==> src/rtl/hdlc_tx_framer.sv <==
// HDLC transmit framer: serialises buffered frame bytes LSB first with start/end
// flags, zero insertion, abort flags and an all-ones idle line.
module hdlc_tx_framer #(
    parameter int IDLE_FLAGS = 0
) (
    input  logic       Clk,
    input  logic       Rst,
    input  logic       Tx_Enable,
    input  logic       Tx_AbortFrame,
    input  logic [7:0] Tx_Data,
    input  logic       Tx_DataValid,
    input  logic       Tx_DataLast,
    output logic       Tx_RdBuff,
    output logic       Tx,
    output logic       Tx_ValidFrame,
    output logic       Tx_AbortedTrans,
    output logic       Tx_Done
);

    localparam int PRE_W = (IDLE_FLAGS > 0) ? $clog2(IDLE_FLAGS + 1) : 1;
    localparam logic [PRE_W-1:0] PRE_LAST = PRE_W'((IDLE_FLAGS > 0) ? IDLE_FLAGS - 1 : 0);

    typedef enum logic [2:0] {
        IDLE, PRE_FLAG, START_FLAG, DATA, END_FLAG, ABORT_FLAG
    } FramerState;

    FramerState       state, stateNext;
    logic [2:0]       bitCnt, bitCntNext;
    logic [2:0]       onesCnt, onesNext;
    logic [7:0]       shiftReg, shiftNext;
    logic             lastByte, lastNext;
    logic [PRE_W-1:0] preCnt, preNext;
    logic             txReg, txNext;
    logic             loadCycle, stuffing, dataBit;
    logic [2:0]       onesAfter;

    always_ff @(posedge Clk or posedge Rst) begin
        if (Rst) begin
            state    <= IDLE;
            bitCnt   <= '0;
            onesCnt  <= '0;
            shiftReg <= '0;
            lastByte <= 1'b0;
            preCnt   <= '0;
            txReg    <= 1'b1;
        end else begin
            state    <= stateNext;
            bitCnt   <= bitCntNext;
            onesCnt  <= onesNext;
            shiftReg <= shiftNext;
            lastByte <= lastNext;
            preCnt   <= preNext;
            txReg    <= txNext;
        end
    end

    // A stuffed zero holds the bit counter; the byte ends after any trailing stuff bit.
    always_comb begin
        stateNext  = state;
        bitCntNext = bitCnt;
        onesNext   = onesCnt;
        shiftNext  = shiftReg;
        lastNext   = lastByte;
        preNext    = preCnt;
        Tx_RdBuff  = 1'b0;
        loadCycle  = 1'b0;
        dataBit    = shiftReg[bitCnt];
        stuffing   = (onesCnt == 3'd5);
        onesAfter  = dataBit ? onesCnt + 3'd1 : 3'd0;

        case (state)
            IDLE: begin
                if (Tx_Enable) begin
                    stateNext  = (IDLE_FLAGS > 0) ? PRE_FLAG : START_FLAG;
                    bitCntNext = '0;
                    onesNext   = '0;
                    preNext    = '0;
                    lastNext   = 1'b0;
                end
            end
            PRE_FLAG: begin
                bitCntNext = bitCnt + 3'd1;
                if (bitCnt == 3'd7) begin
                    if (preCnt == PRE_LAST) stateNext = START_FLAG;
                    else preNext = preCnt + PRE_W'(1);
                end
            end
            START_FLAG: begin
                bitCntNext = bitCnt + 3'd1;
                onesNext   = '0;
                loadCycle  = (bitCnt == 3'd7);
            end
            DATA: begin
                if (stuffing) begin
                    onesNext   = '0;
                    bitCntNext = bitCnt + 3'd1;
                    loadCycle  = (bitCnt == 3'd7);
                end else begin
                    onesNext = onesAfter;
                    if (onesAfter != 3'd5) begin
                        bitCntNext = bitCnt + 3'd1;
                        loadCycle  = (bitCnt == 3'd7);
                    end
                end
            end
            END_FLAG, ABORT_FLAG: begin
                bitCntNext = bitCnt + 3'd1;
                if (bitCnt == 3'd7) stateNext = IDLE;
            end
            default: stateNext = IDLE;
        endcase

        if (loadCycle) begin
            if (lastByte) begin
                stateNext = END_FLAG;
            end else if (Tx_DataValid) begin
                Tx_RdBuff = 1'b1;
                shiftNext = Tx_Data;
                lastNext  = Tx_DataLast;
                stateNext = DATA;
            end else begin
                stateNext = ABORT_FLAG;
            end
        end

        if ((state == PRE_FLAG || state == START_FLAG || state == DATA) && Tx_AbortFrame) begin
            stateNext  = ABORT_FLAG;
            bitCntNext = '0;
            onesNext   = '0;
        end

        case (stateNext)
            PRE_FLAG, START_FLAG, END_FLAG: txNext = (bitCntNext != 3'd0) && (bitCntNext != 3'd7);
            ABORT_FLAG:                     txNext = (bitCntNext != 3'd0);
            DATA:                           txNext = (onesNext == 3'd5) ? 1'b0 : shiftNext[bitCntNext];
            default:                        txNext = 1'b1;
        endcase
    end

    assign Tx              = txReg;
    assign Tx_ValidFrame   = (state == PRE_FLAG) || (state == START_FLAG) || (state == DATA);
    assign Tx_AbortedTrans = (state == ABORT_FLAG) && (bitCnt == 3'd0);
    assign Tx_Done         = (state == END_FLAG) && (bitCnt == 3'd7);

endmodule
==> config.mk <==
export PLATFORM = sky130hd
export DESIGN_NAME = hdlc_tx_framer
export DESIGN_NICKNAME = d
export VERILOG_FILES = /design/src/rtl/hdlc_tx_framer.sv
export SDC_FILE = /design/constraint.sdc
export NUM_CORES = 1
export LEC_CHECK = 0
export ABC_AREA = 1
export CAP_MARGIN = 20
export CORE_ASPECT_RATIO = 0.7
export CORE_MARGIN = 2
export CORE_UTILIZATION = 39
export CTS_CLUSTER_DIAMETER = 50
export DETAILED_ROUTE_END_ITERATION = 8
export PLACE_DENSITY = 0.66
export SLEW_MARGIN = 15
export SYNTH_ARGS = -nofsm -noshare
export SYNTH_HDL_FRONTEND = slang
export SYNTH_SLANG_ARGS = --single-unit
==> constraint.sdc <==
create_clock -name Clk -period 4.1 [get_ports Clk]
set_input_delay 0.82 -clock Clk [delete_from_list [all_inputs] [get_ports Clk]]
set_output_delay 0.82 -clock Clk [all_outputs]
set_load 0.01 [all_outputs]
==> results.py <==
metrics = {
    "status": {
        "outcome": "completed",
    },
    "sta": {
        "hold_viol": 0,
        "finalCritPeriodShare_pct": 79.6,
        "worst_pin_slew_ns": 0.773,
        "setup_violations": 0,
        "skew_ns": 0.00589,
        "holdWs_ns": 0.629,
        "setup_tns_ns": 0,
        "slew_headroom_pct": 48.4,
        "rsz0062_at_grt": "no",
        "fmaxAchievable_ghz": 0.307,
        "period_minus_slack_ns": 3.26,
        "slew_violations": 0,
    },
    "route": {
        "vias": 1561,
        "viasPerCell": 4.89,
        "wl_per_cell_um": 12.1,
        "first_iter_violations": 97,
        "first_pass_iters": 4,
        "ant_nets": 0,
        "drc": 0,
        "routed_wirelength_um": 3870,
    },
    "cts": {
        "clock_tree.buffer_depth": 2,
        "cts_buffers": 3,
        "cts_setup_buffers": 0,
        "clk_latency_ns": 0.26,
        "hold_buffers": 0,
        "post_cts_resize_count": 0,
        "clk_pin_slew_worst_paths_ns": 0.08,
        "cts_tree": "yes",
        "htreeDepth": 1,
        "cts_sinks": 19,
        "cts_root_buf": "clkbuf_8",
    },
    "worst_setup_path": {
        "crit_path_end": "Tx_RdBuff",
        "rr_endpoint": "Tx$_DFF_PP1_",
        "end_kind": "primary output",
        "crit_cells": 5,
        "r2r_start": "bitCnt[0]$_DFF_PP0_",
        "cp_slowest_cell": "clkdlybuf4s50_1",
        "cp-start-kind": "flop",
        "critPathTopFamily": "adder cells",
        "worst-setup-path-type": "reg2out",
        "path_common_cell": "ha_1",
        "arrival_ns": 2.44,
        "crit_path_start": "bitCnt[0]$_DFF_PP0_",
        "reg2reg_depth": 8,
        "cp.required_ns": 3.28,
        "crit_fanout": 12,
        "cp_cell_sequence": "ha_1 > ha_1 > nand3_2 > nor2_1 > clkdlybuf4s50_1",
        "critPathBufInv": 1,
        "max_stage_delay_ns": 0.56,
        "r2r_setup_slack_ns": 1.90,
    },
    "global_route": {
        "grt_max_degree": 20,
        "gr-total-overflow": 0,
        "grt_antenna_before_repair": 0,
        "grt_first_pass_wirelength_um": 6560,
        "grt_pass1_vias": 1405,
        "grt_usage_pct": 18.0,
    },
    "finish": {
        "drive_gt1_share_pct": 12.0,
        "syn_to_final_growth_pct": 16.1,
        "num_antenna_cells": 0,
        "layout.cells.non_filler": 319,
        "layout.nets": 287,
    },
    "yosys": {
        "avgSynthCellArea_um2": 6.64,
        "synth-seq-cells": 19,
        "synth.area.top_cells": "dfrtp_1 (27%), nand2_1 (18%), inv_1 (9.0%)",
        "synth_common_cells": "nand2_1 (80), inv_1 (40), nand3_1 (23)",
        "netlist.area_leader.share_pct": 27.1,
        "yosysWarnings": 0,
        "yosysTopAreaCell": "dfrtp_1",
        "async_flop_share_pct": 100,
        "synth_cell_type_count": 30,
        "synth_cells": 250,
        "synth_ff_type": "dfrtp_1",
        "synth_most_common_cell": "nand2_1",
        "yosysSeqAreaShare_pct": 28.7,
        "synth_nets": 269,
        "synth_edf_count": 0,
        "netlist_area_mm2": 0.00166,
    },
    "floorplan": {
        "die_w_um": 82.0,
        "ios": 19,
        "start_util_pct": 41.6,
        "row_count": 19,
        "die-area_mm2": 0.00480,
        "die_h_um": 58.6,
        "core_mm2": 0.00399,
    },
    "worst_hold_path": {
        "min_path_type": "reg2reg",
        "worstHoldStart": "shiftReg[3]$_DFF_PP0_",
    },
    "placement": {
        "io_buffers": 18,
        "hpwl_um": 3040,
        "dp_cells": 315,
        "place_congestion": 0.851,
    },
    "pwr": {
        "max-vdd-ir-drop_mv": 0.324,
        "cellPowerDensity_mw_per_mm2": 669,
        "power_leakage_nw": 1.07,
    },
    "run": {
        "maxCapViolCount": 0,
    },
}
-- layout make-up --
| cell class | instances | area, um^2 |
|---|---|---|
| timing repair buffer | 19 | 188 |
| inverter | 46 | 173 |
| multi-input combinational | 179 | 980 |
| fill | 405 | 2070 |
| clock buffer | 4 | 45.0 |
| tap | 52 | 65.1 |
| sequential | 19 | 477 |
-- where the power goes --
group,internal [mW],switching (mW),total (mW)
clock network,0.0692,0.0653,0.134
registers,0.256,0.0741,0.331
logic,0.293,0.531,0.824
total,0.619,0.670,1.29
-- worst min path at each step --
stage,cells after the start,slack (ns),to
after floorplan,4,0.55,shiftReg[5]$_DFF_PP0_
after global placement,4,0.61,shiftReg[3]$_DFF_PP0_
after detailed placement,4,0.61,shiftReg[3]$_DFF_PP0_
after CTS,4,0.63,shiftReg[3]$_DFF_PP0_
after global routing,4,0.67,shiftReg[7]$_DFF_PP0_
final,4,0.63,shiftReg[3]$_DFF_PP0_
-- metal layers --
| metal | track usage [%] | vias to the layer above | share of wire, % | routed length (um) |
|---|---|---|---|---|
| li1 | - | 822 | - | - |
| met1 | 26.9 | 703 | 52 | 2010 |
| met2 | 26.9 | 34 | 40 | 1560 |
| met3 | 4.75 | 2 | 7.4 | 288 |
| met4 | 2.38 | 0 | 0.26 | 10 |
| met5 | 0 | - | 0 | 0 |
-- registers in the layout (all words and copies together) (netlist names) --
signal / count
Tx: 1
bitCnt: 3
lastByte: 1
onesCnt: 3
shiftReg: 8
state: 3
-- cell usage in the layout (no fill, tap or decap), types with 6 or more instances in the layout --
cell type,instances
dfrtp_1,18
inv_1,40
o21ai_0,11
nand4_1,6
mux2i_1,8
clkdlybuf4s50_1,18
nand3_2,6
nand3_1,23
nor2_1,17
nand2_1,80
inv_2,6
-- logic make-up (layout without fill, tap and decap cells) --
kind of cell / after synthesis / count (layout) / synth area share, %
xor+xnor: 1 / 1 / 0.528
buf+inv: 52 / 69 / 12.3
simple gates: 148 / 148 / 43.7
mux: 8 / 8 / 4.82
fa+ha+maj: 5 / 5 / 3.77
compound gates: 17 / 17 / 6.18
flops: 19 / 19 / 28.7
-- tightest hold or removal path, cell delays in order, from the launching register on --
cell	delay, ns
dfrtp_1	0.35
inv_1	0.06
nand2_1	0.06
nand2_1	0.07
inv_1	0.05
-- per-stage QoR --
| stage | util (%) | power [mW] | setup slack [ns] | instance area (um^2) |
|---|---|---|---|---|
| CTS | 48.2 | 1.29 | 0.826 | 1930 |
| global placement | 47.1 | 1.14 | 0.998 | 1880 |
| floorplan | - | 0.963 | 1.68 | 1660 |
| global route | 48.2 | 1.45 | 0.623 | 1930 |
| finish | 48.2 | 1.29 | 0.837 | 1930 |
| detailed placement | 47.1 | 1.15 | 1.00 | 1880 |
Power figures use the tool's default switching activity.
